[src/rtl/fxp_pkg.sv]
// ---------------------------------------------------------------------------
// fxp_pkg
//   Shared fixed-point definitions for the TinyQV ALU datapath: the default
//   operand width and fractional-bit count, the iteration count of the
//   bit-serial square root, and the square-root sequencer state encoding.
//   The multiplier and the ALU import this package as well.
// ---------------------------------------------------------------------------
package fxp_pkg;

  localparam int WIDTH = 32;
  localparam int FBITS = 16;

  // One root bit is resolved per iteration, and each iteration consumes two
  // radicand bits, so a (w+f)-bit scaled radicand needs (w+f)/2 iterations.
  function automatic int sqrt_iters(input int w, input int f);
    return (w + f) / 2;
  endfunction

  typedef enum logic {
    S_IDLE,
    S_CALC
  } sqrt_state_t;

endpackage

[src/rtl/fxp_sqrt_step.sv]
// ---------------------------------------------------------------------------
// fxp_sqrt_step
//   One combinational iteration of the restoring digit-by-digit square root.
//   Two radicand bits are shifted from the top of x into the partial
//   remainder, a trial subtraction of {q, 01} decides the next root bit, and
//   the root accumulator is shifted left by one with that bit appended.
//   Kept separate so the datapath can be checked alone and later unrolled.
//
//   Ports:
//     ac     - partial remainder in      (WIDTH+2 bits)
//     x      - radicand shifter in       (XW bits)
//     q      - root accumulator in       (QW bits)
//     ac_nxt - partial remainder out
//     x_nxt  - radicand shifter out
//     q_nxt  - root accumulator out
// ---------------------------------------------------------------------------
module fxp_sqrt_step #(
  parameter int WIDTH = fxp_pkg::WIDTH,
  parameter int XW    = fxp_pkg::WIDTH + fxp_pkg::FBITS,
  parameter int QW    = (fxp_pkg::WIDTH + fxp_pkg::FBITS) / 2
) (
  input  logic [WIDTH+1:0] ac,
  input  logic [XW-1:0]    x,
  input  logic [QW-1:0]    q,
  output logic [WIDTH+1:0] ac_nxt,
  output logic [XW-1:0]    x_nxt,
  output logic [QW-1:0]    q_nxt
);
  import fxp_pkg::*;

  logic [WIDTH+1:0] ac_shift;
  logic [WIDTH+2:0] subtrahend;
  logic [WIDTH+2:0] trial;
  logic [1:0]       unused_ac_msbs;

  // The remainder never exceeds 2*root, so the top two bits of ac are always
  // zero before the shift and can be dropped without losing information.
  assign ac_shift       = {ac[WIDTH-1:0], x[XW-1 -: 2]};
  assign unused_ac_msbs = ac[WIDTH+1:WIDTH];

  // Subtraction is done one bit wider than ac so the MSB acts as the sign.
  assign subtrahend = {{(WIDTH + 1 - QW){1'b0}}, q, 2'b01};
  assign trial      = {1'b0, ac_shift} - subtrahend;

  assign x_nxt = {x[XW-3:0], 2'b00};

  // A non-negative trial result means the next root bit is one and the
  // remainder is replaced; otherwise the shifted remainder is kept as is.
  always_comb begin
    ac_nxt = ac_shift;
    q_nxt  = {q[QW-2:0], 1'b0};
    if (!trial[WIDTH+2]) begin
      ac_nxt = trial[WIDTH+1:0];
      q_nxt  = {q[QW-2:0], 1'b1};
    end
  end

endmodule

[src/rtl/fxp_sqrt_iter.sv]
// ---------------------------------------------------------------------------
// fxp_sqrt_iter
//   Iterative unsigned fixed-point square root feeding the ALU result
//   register. The radicand is unsigned Q(WIDTH-FBITS).FBITS; root and
//   remainder are produced one root bit per clock after an accepted start.
//     root = floor(sqrt(rad * 2^FBITS))   (Q.FBITS)
//     rem  = rad * 2^FBITS - root^2
//
//   Ports:
//     clk   - clock
//     rst_n - synchronous active-low reset
//     start - request a computation (may be held high)
//     busy  - high while iterating
//     valid - one-cycle pulse when root/rem have just been updated
//     rad   - radicand, sampled only when start is accepted
//     root  - square root result, held between completions
//     rem   - remainder result, held between completions
// ---------------------------------------------------------------------------
module fxp_sqrt_iter #(
  parameter int WIDTH = fxp_pkg::WIDTH,
  parameter int FBITS = fxp_pkg::FBITS
) (
  input  logic             clk,
  input  logic             rst_n,
  input  logic             start,
  output logic             busy,
  output logic             valid,
  input  logic [WIDTH-1:0] rad,
  output logic [WIDTH-1:0] root,
  output logic [WIDTH-1:0] rem
);
  import fxp_pkg::*;

  localparam int XW   = WIDTH + FBITS;
  localparam int ITER = sqrt_iters(WIDTH, FBITS);
  localparam int QW   = ITER;
  localparam int CW   = (ITER > 1) ? $clog2(ITER) : 1;

  // Reject parameter sets the datapath cannot represent.
  if ((XW % 2) != 0) begin : g_bad_parity
    $error("fxp_sqrt_iter: WIDTH+FBITS must be even");
  end
  if (FBITS > WIDTH) begin : g_bad_fbits
    $error("fxp_sqrt_iter: FBITS must not exceed WIDTH");
  end

  sqrt_state_t      state;
  sqrt_state_t      state_d;
  logic             last;
  logic [CW-1:0]    cnt;
  logic [XW-1:0]    x;
  logic [QW-1:0]    q;
  logic [WIDTH+1:0] ac;
  logic [XW-1:0]    x_nxt;
  logic [QW-1:0]    q_nxt;
  logic [WIDTH+1:0] ac_nxt;

  fxp_sqrt_step #(
    .WIDTH (WIDTH),
    .XW    (XW),
    .QW    (QW)
  ) u_step (
    .ac     (ac),
    .x      (x),
    .q      (q),
    .ac_nxt (ac_nxt),
    .x_nxt  (x_nxt),
    .q_nxt  (q_nxt)
  );

  // Next-state logic: leave IDLE on start, return once the final iteration
  // is being committed. start is ignored while CALC is running.
  always_comb begin
    state_d = state;
    last    = 1'b0;
    case (state)
      S_IDLE: begin
        if (start) state_d = S_CALC;
      end
      S_CALC: begin
        if (cnt == CW'(ITER - 1)) begin
          last    = 1'b1;
          state_d = S_IDLE;
        end
      end
      default: state_d = S_IDLE;
    endcase
  end

  // State register. A reset during CALC simply drops the operation.
  always_ff @(posedge clk) begin
    if (!rst_n) state <= S_IDLE;
    else        state <= state_d;
  end

  // Datapath and outputs. The radicand is loaded pre-scaled by 2^FBITS so a
  // plain integer square root yields a Q.FBITS root. valid is a one-cycle
  // pulse, so it is cleared on every edge unless this edge completes.
  always_ff @(posedge clk) begin
    if (!rst_n) begin
      cnt   <= '0;
      x     <= '0;
      q     <= '0;
      ac    <= '0;
      busy  <= 1'b0;
      valid <= 1'b0;
      root  <= '0;
      rem   <= '0;
    end else begin
      valid <= 1'b0;
      case (state)
        S_IDLE: begin
          if (start) begin
            x    <= XW'(rad) << FBITS;
            q    <= '0;
            ac   <= '0;
            cnt  <= '0;
            busy <= 1'b1;
          end
        end
        S_CALC: begin
          x   <= x_nxt;
          q   <= q_nxt;
          ac  <= ac_nxt;
          cnt <= cnt + CW'(1);
          if (last) begin
            root  <= WIDTH'(q_nxt);
            rem   <= ac_nxt[WIDTH-1:0];
            busy  <= 1'b0;
            valid <= 1'b1;
          end
        end
        default: ;
      endcase
    end
  end

endmodule
[config.mk]
export PLATFORM = sky130hd
export DESIGN_NAME = fxp_sqrt_iter
export DESIGN_NICKNAME = d
export VERILOG_FILES = /design/src/rtl/fxp_pkg.sv /design/src/rtl/fxp_sqrt_step.sv /design/src/rtl/fxp_sqrt_iter.sv
export SDC_FILE = /design/constraint.sdc
export NUM_CORES = 1
export LEC_CHECK = 0
export ABC_AREA = 1
export BUFFER_PORTS_ARGS = -buffer_cell sky130_fd_sc_hd__buf_2
export CORE_MARGIN = 4
export CORE_UTILIZATION = 45
export DETAILED_ROUTE_END_ITERATION = 12
export PLACE_DENSITY = 0.64
export SKIP_LAST_GASP = 1
export SLEW_MARGIN = 10
export SYNTH_ARGS = -nofsm -noshare
export SYNTH_HDL_FRONTEND = slang
export SYNTH_SLANG_ARGS = --single-unit
[constraint.sdc]
create_clock -name clk -period 2.3 [get_ports clk]
set_clock_uncertainty 0.15 [all_clocks]
set_input_delay 0.69 -clock clk [delete_from_list [all_inputs] [get_ports clk]]
set_output_delay 0.69 -clock clk [all_outputs]
set_load 0.005 [all_outputs]
==> flow_metrics.py, run 1 <==
metrics = {
    "run_status": {
        "status": "finished, final reports clean",
    },
    "finish": {
        "design_area_sq_mm": 0.0109,
        "area_growth_pct": 32.2,
        "drive_above_1_share_pct": 28.4,
        "regArea_sq_mm": 0.00308,
        "final_cells": 1692,
        "nets": 1512,
        "fill_cells": 1725,
        "antenna_cells": 0,
        "multiInputGateArea_sq_mm": 0.00495,
    },
    "logic_synthesis": {
        "yosys_register_bits": 152,
        "synth_area_leaders": "dfxtp_1 37%, nand2_1 26%, inv_1 8.2%",
        "yosys.area.top_type": "dfxtp_1",
        "synth.most_common_cell": "nand2_1",
        "async_reset_ff_share_pct": 0,
        "synth.top_cell.area_share_pct": 37.0,
        "synth_cell_types": 36,
        "synth_warnings": 0,
        "ys_seq_area_share_pct": 37.0,
        "yosys-top-cells-count": "563 x nand2_1, 179 x inv_1, 152 x dfxtp_1",
        "synthesis.area_sq_mm": 0.00821,
        "synth-main-ff-cell": "dfxtp_1",
        "syn_inst": 1297,
        "avgSynthCellArea_sq_um": 6.33,
        "synth_edf_count": 0,
    },
    "critical_path": {
        "crit_path_cell_trace": "inv_2 > ha_4 > nand2_4 > inv_2 > a21oi_4 > nand2_4 > a21oi_4 > nand3_4 > inv_6 > buf_12 > nand2_1 > nand2_1 > nand2_1 > a21oi_1",
        "critPathTopFamily": "simple AND/OR/NAND/NOR gates",
        "start_kind": "flip-flop",
        "crit_start": "q[15]$_SDFFE_PN0P_",
        "worstPathRequired_ns": 2.49,
        "worstPathMaxFanout": 6,
        "r2r_setup_slack_ns": 0.06,
        "cp-end-kind": "flip-flop",
        "reg2reg_depth": 14,
        "path_buf_inv": 4,
        "crit_type": "reg2reg",
        "cp.arrival_ns": 2.43,
        "reg2reg_from": "q[15]$_SDFFE_PN0P_",
        "crit_top_cell": "nand2_1",
        "cpPeakStageDelay_ns": 0.33,
        "regToRegEndpoint": "ac[16]$_SDFFE_PN0P_",
        "critPathSlowestCell": "dfxtp_2",
    },
    "floorplan": {
        "die_h_microns": 143,
        "dieArea_sq_mm": 0.0205,
        "fp.dieW_microns": 143,
        "rows": 49,
        "io_pins": 101,
        "design.core.area_sq_mm": 0.0180,
        "initial_core_util_pct": 45.7,
    },
    "place": {
        "dpl.hpwl_microns": 16600,
        "dp_slack_ns": -0.137,
        "gp_congestion": 1.01,
        "dp.cells": 1651,
        "place_area_sq_mm": 0.00939,
        "io_buffers": 92,
    },
    "sta": {
        "fmaxAchievable_mhz": 446,
        "slew_violations": 0,
        "period_share_pct": 97.5,
        "worst_slack_ns": 0.0586,
        "rsz0062_at_grt": "true",
        "hold_viol": 0,
        "timing.final.crit_period_ns": 2.24,
        "slew_headroom_pct": 48.8,
        "finalSetupViolCount": 0,
        "worst_hold_slack_ns": 0.295,
        "worstMarginPinSlew_ns": 0.768,
    },
    "detailed_routing": {
        "drt_pass1_iterations": 5,
        "final_antenna_net_count": 0,
        "wl_per_cell_microns": 14.5,
        "vias": 8320,
        "vias_per_cell": 4.92,
        "wirelength_microns": 24500,
        "drt-initial-drc-count": 433,
        "drcViolationCount": 0,
    },
    "clocking": {
        "postCtsHoldBufs": 0,
        "htree_levels": 4,
        "clkSinkCount": 152,
        "cts_inserted_buffers": 17,
        "cts_root_buf": "clkbuf_16",
        "clk_pin_slew_ns": 0.06,
        "tritoncts": "done",
        "clock_latency_ns": 0.42,
        "clockBufferDepth": 2,
    },
    "global_route": {
        "antenna_found_initial": 0,
        "grt_start_max_net_pins": 93,
        "grt.total_usage_pct": 23.2,
        "grt_overflow": 0,
        "grt_pass1_wl_microns": 38100,
        "grt_pass1_vias": 7840,
    },
    "worst_hold_path": {
        "hold_class": "reg2reg",
        "min-delay-start": "rem[21]$_SDFFE_PN0P_",
        "hold_end": "rem[21]$_SDFFE_PN0P_",
        "min_path_cells": 2,
    },
    "job": {
        "maxCapViolations": 0,
    },
}
-- worst reg2reg max path: cells and delay by family (launching register included) --
| kind | cells | cell delay [ns] |
|---|---|---|
| adders and majority gates | 1 | 0.23 |
| AOI/OAI and AO/OA | 3 | 0.51 |
| DFF | 1 | 0.33 |
| buffers and inverters | 4 | 0.37 |
| and+or+nand+nor | 6 | 0.56 |
-- worst max-delay path by stage --
| stage | slack [ns] | depth (start not counted) | endpoint |
|---|---|---|---|
| finish | 0.06 | 14 | ac[16]$_SDFFE_PN0P_ |
| global route | -0.04 | 16 | ac[11]$_SDFFE_PN0P_ |
| CTS | -0.03 | 14 | ac[10]$_SDFFE_PN0P_ |
| detailed placement | -0.14 | 6 | root[21]$_SDFFE_PN0P_ |
| global placement | -0.09 | 6 | root[11]$_SDFFE_PN0P_ |
| floorplan | 0.16 | 14 | ac[19]$_SDFFE_PN0P_ |
-- sequential cells by signal (all words and copies together), names as in the netlist --
name,count
ac,32
rem,32
x,32
q,24
root,24
cnt,5
busy,1
state,1
valid,1
-- area by class of cell --
| type | count | share of cell area (%) |
|---|---|---|
| clock inverters | 12 | 1.37 |
| flip-flops and latches | 152 | 28.4 |
| repair buffers | 185 | 11.6 |
| multi-input cells | 914 | 45.6 |
| clock buffers | 19 | 4.17 |
| inverters | 181 | 6.30 |
| well taps | 229 | 2.64 |
-- placed cells by master (no fill, tap or decap), drive strengths merged --
| cell type | n |
|---|---|
| nand3 | 84 |
| clkbuf | 20 |
| xnor2 | 3 |
| inv | 182 |
| and2 | 2 |
| nor3b | 1 |
| o21ai | 35 |
| o211ai | 4 |
| nand4 | 7 |
| nor2 | 50 |
| buf | 184 |
| a211oi | 2 |
| a22oi | 16 |
| dfxtp | 152 |
| clkinv | 7 |
| nand3b | 4 |
| nand2 | 566 |
| a21oi | 82 |
| ha | 26 |
| nor3 | 8 |
| and3 | 1 |
| xor2 | 9 |
| o21bai | 4 |
| bufinv | 3 |
| clkinvlp | 1 |
| or2 | 2 |
| conb | 8 |
-- per-layer routing --
metal | track usage (%) | vias up | routed length (microns) | part of all wire, %
met4 | 7.55 | 0 | 561 | 2.3
met3 | 5.36 | 33 | 1500 | 6.1
met5 | 0 | - | 0 | 0
li1 | - | 4302 | - | -
met2 | 38.6 | 187 | 11500 | 47
met1 | 29.8 | 3798 | 10900 | 44
-- metrics by stage --
stage	TNS, ns	util, %
after floorplan	0	-
after global routing	-0.354	60.4
after global placement	-1.56	52.3
after detailed placement	-2.87	52.3
final	0	60.4
after CTS	-0.0646	56.6
-- cells by family after synthesis --
group                      after synthesis  synth area share [%]
other                                    1                0.0457
adders and majority gates               26                  3.96
DFF                                    152                  37.0
AOI/OAI and AO/OA                      143                  9.96
and+or+nand+nor                        723                  35.7
xor gates and xnor gates                12                  1.28
buffers and inverters                  240                  12.0
-- repair_timing --
action | 4_1_cts | 5_1_grt
gates resized for setup | 23 | 180
setup buffers | 2 | 5
pin swaps | 5 | 39
gates cloned | 1 | 2
setup endpoints to repair | 62 | 76
Power of run 1 is not shown: default switching activity piles up to over one toggle a cycle in this logic, so the estimate is an artifact.
==> inputs of run 2 (changes only) <==
==> constraint.sdc (replaced) <==
create_clock -name clk -period 1.95 [get_ports clk]
set_clock_uncertainty 0.15 [all_clocks]
set_input_delay 0.585 -clock clk [delete_from_list [all_inputs] [get_ports clk]]
set_output_delay 0.585 -clock clk [all_outputs]
set_load 0.005 [all_outputs]
==> flow_metrics.py, run 2 (synthesized netlist as in run 1, its figures left out) <==
metrics = {
    "floorplan": {
        "io_pins": 101,
        "die_h_microns": 143,
        "dieArea_sq_mm": 0.0205,
        "fp.dieW_microns": 143,
        "initial_core_util_pct": 45.7,
        "rows": 49,
        "design.core.area_sq_mm": 0.0180,
    },
    "detailed_routing": {
        "final_antenna_net_count": 0,
        "dr.max_layer_used": "met4",
        "drt-initial-drc-count": 420,
        "drt_pass1_iterations": 5,
        "wl_met1_microns": 11300,
        "vias": 8979,
        "wl_per_cell_microns": 14.2,
        "drcViolationCount": 0,
        "wirelength_microns": 26000,
        "wl_met3_microns": 1220,
        "vias_per_cell": 4.90,
        "met2_length_microns": 12700,
    },
    "clocking": {
        "cts_root_buf": "clkbuf_16",
        "htree_levels": 4,
        "tritoncts": "done",
        "cts_inserted_buffers": 17,
        "postCtsHoldBufs": 0,
        "clockBufferDepth": 2,
        "clkSinkCount": 152,
        "clock_latency_ns": 0.44,
        "clk_pin_slew_ns": 0.06,
    },
    "sta": {
        "rsz0062_at_grt": "true",
        "finalSetupViolCount": 66,
        "worst_slack_ns": -0.300,
        "fmaxAchievable_mhz": 444,
        "worstMarginPinSlew_ns": 0.824,
        "timing.final.crit_period_ns": 2.25,
        "slew_violations": 0,
        "period_share_pct": 115,
        "hold_viol": 0,
        "setup_tns_ns": -13.33,
        "slew_headroom_pct": 45.0,
        "worst_hold_slack_ns": 0.248,
    },
    "finish": {
        "area_growth_pct": 53.6,
        "layout_common_cells": "424 x nand2_1, 209 x buf_4, 142 x inv_1",
        "antenna_cells": 0,
        "final_core_util_pct": 70.2,
        "layout_commonest_cell": "nand2_1",
        "drive_above_1_share_pct": 44.0,
        "design_area_sq_mm": 0.0126,
        "nets": 1651,
        "reg.largest.list": "ac: 32 flops, rem: 32 flops, x: 32 flops",
    },
    "critical_path": {
        "path_buf_inv": 3,
        "reg2reg_from": "q[13]$_SDFFE_PN0P_",
        "critPathSlowestCell": "dfxtp_2",
        "start_kind": "flip-flop",
        "reg2reg_depth": 14,
        "crit_cells": 14,
        "crit_start": "q[13]$_SDFFE_PN0P_",
        "regToRegEndpoint": "ac[20]$_SDFFE_PN0P_",
        "r2r_setup_slack_ns": -0.30,
        "critPathCapture": "ac[20]$_SDFFE_PN0P_",
        "crit_path_cell_trace": "inv_4 > ha_4 > nand2_2 > nand2_2 > a21oi_4 > nand2_4 > a21oi_4 > nand3_4 > buf_6 > buf_12 > nand3_4 > nand2_2 > nand2_2 > a21oi_2",
        "worstPathRequired_ns": 2.08,
        "crit_type": "reg2reg",
        "worstPathMaxFanout": 6,
        "cp.arrival_ns": 2.38,
        "crit_top_cell": "nand2_2",
        "cp-end-kind": "flip-flop",
        "cpPeakStageDelay_ns": 0.35,
        "critPathTopFamily": "simple AND/OR/NAND/NOR gates",
    },
    "global_route": {
        "grt_overflow": 0,
        "grt_pass1_wl_microns": 42100,
        "antenna_found_initial": 0,
        "grt.total_usage_pct": 25.4,
        "grt_start_max_net_pins": 63,
        "grt_pass1_vias": 8760,
    },
    "place": {
        "io_buffers": 92,
        "gp_congestion": 0.916,
        "place_area_sq_mm": 0.0107,
        "dpl.hpwl_microns": 18000,
    },
    "run_status": {
        "status": "finished, violations left",
        "violations": "negative setup slack",
    },
    "job": {
        "maxCapViolations": 0,
    },
    "worst_hold_path": {
        "hold_class": "in2reg",
    },
}
-- run 2: stage by stage --
step                instances  setup slack (ns)
floorplan                1304           -0.0631
global placement         1756            -0.313
detailed placement       1756            -0.348
CTS                      1822            -0.239
global route             1832            -0.424
finish                   1832            -0.300
-- run 2: metal layers --
| layer | up-vias | GRT usage, % |
|---|---|---|
| li1 | 4597 | - |
| met4 | 0 | 8.65 |
| met5 | - | 0 |
| met2 | 208 | 44.1 |
| met3 | 42 | 5.06 |
| met1 | 4132 | 31.6 |
-- run 2: layout make-up --
type                       count  area (sq um)
sequential                   152          3090
clock buffer                  19           443
multi-input combinational    912          5580
timing repair buffer         326          2400
fill                        1497          5350
clock inverter                13           133
tap                          229           287
inverter                     181           689
-- run 2: worst min-delay path, delay by kind of cell --
| family | cells | cell delay [ns] |
|---|---|---|
| compound gates | 1 | 0.05 |
| simple gates | 1 | 0.05 |
| buf+inv | 1 | 0.10 |
-- run 2: repair_timing --
item,in CTS,in global routing
endpoints found under the hold margin,0,0
setup buffers,35,11
setup endpoints to repair,87,87
pin swaps,82,81
gates resized for setup,187,138
gates cloned,1,1
-- run 2: worst min path at each step --
stage                               startpoint              endpoint  slack [ns]  depth (start not counted)
after floorplan            cnt[4]$_SDFFE_PN0P_   cnt[4]$_SDFFE_PN0P_        0.28                          1
after global placement    rem[16]$_SDFFE_PN0P_  rem[16]$_SDFFE_PN0P_        0.28                          2
after CTS                               rad[0]    x[16]$_SDFFE_PN0P_        0.23                          3
final                                   rad[0]    x[16]$_SDFFE_PN0P_        0.25                          3
after detailed placement   rem[5]$_SDFFE_PN0P_   rem[5]$_SDFFE_PN0P_        0.28                          2
after global routing                    rad[1]    x[17]$_SDFFE_PN0P_        0.25                          3
Power of run 2 is left out for the same reason.
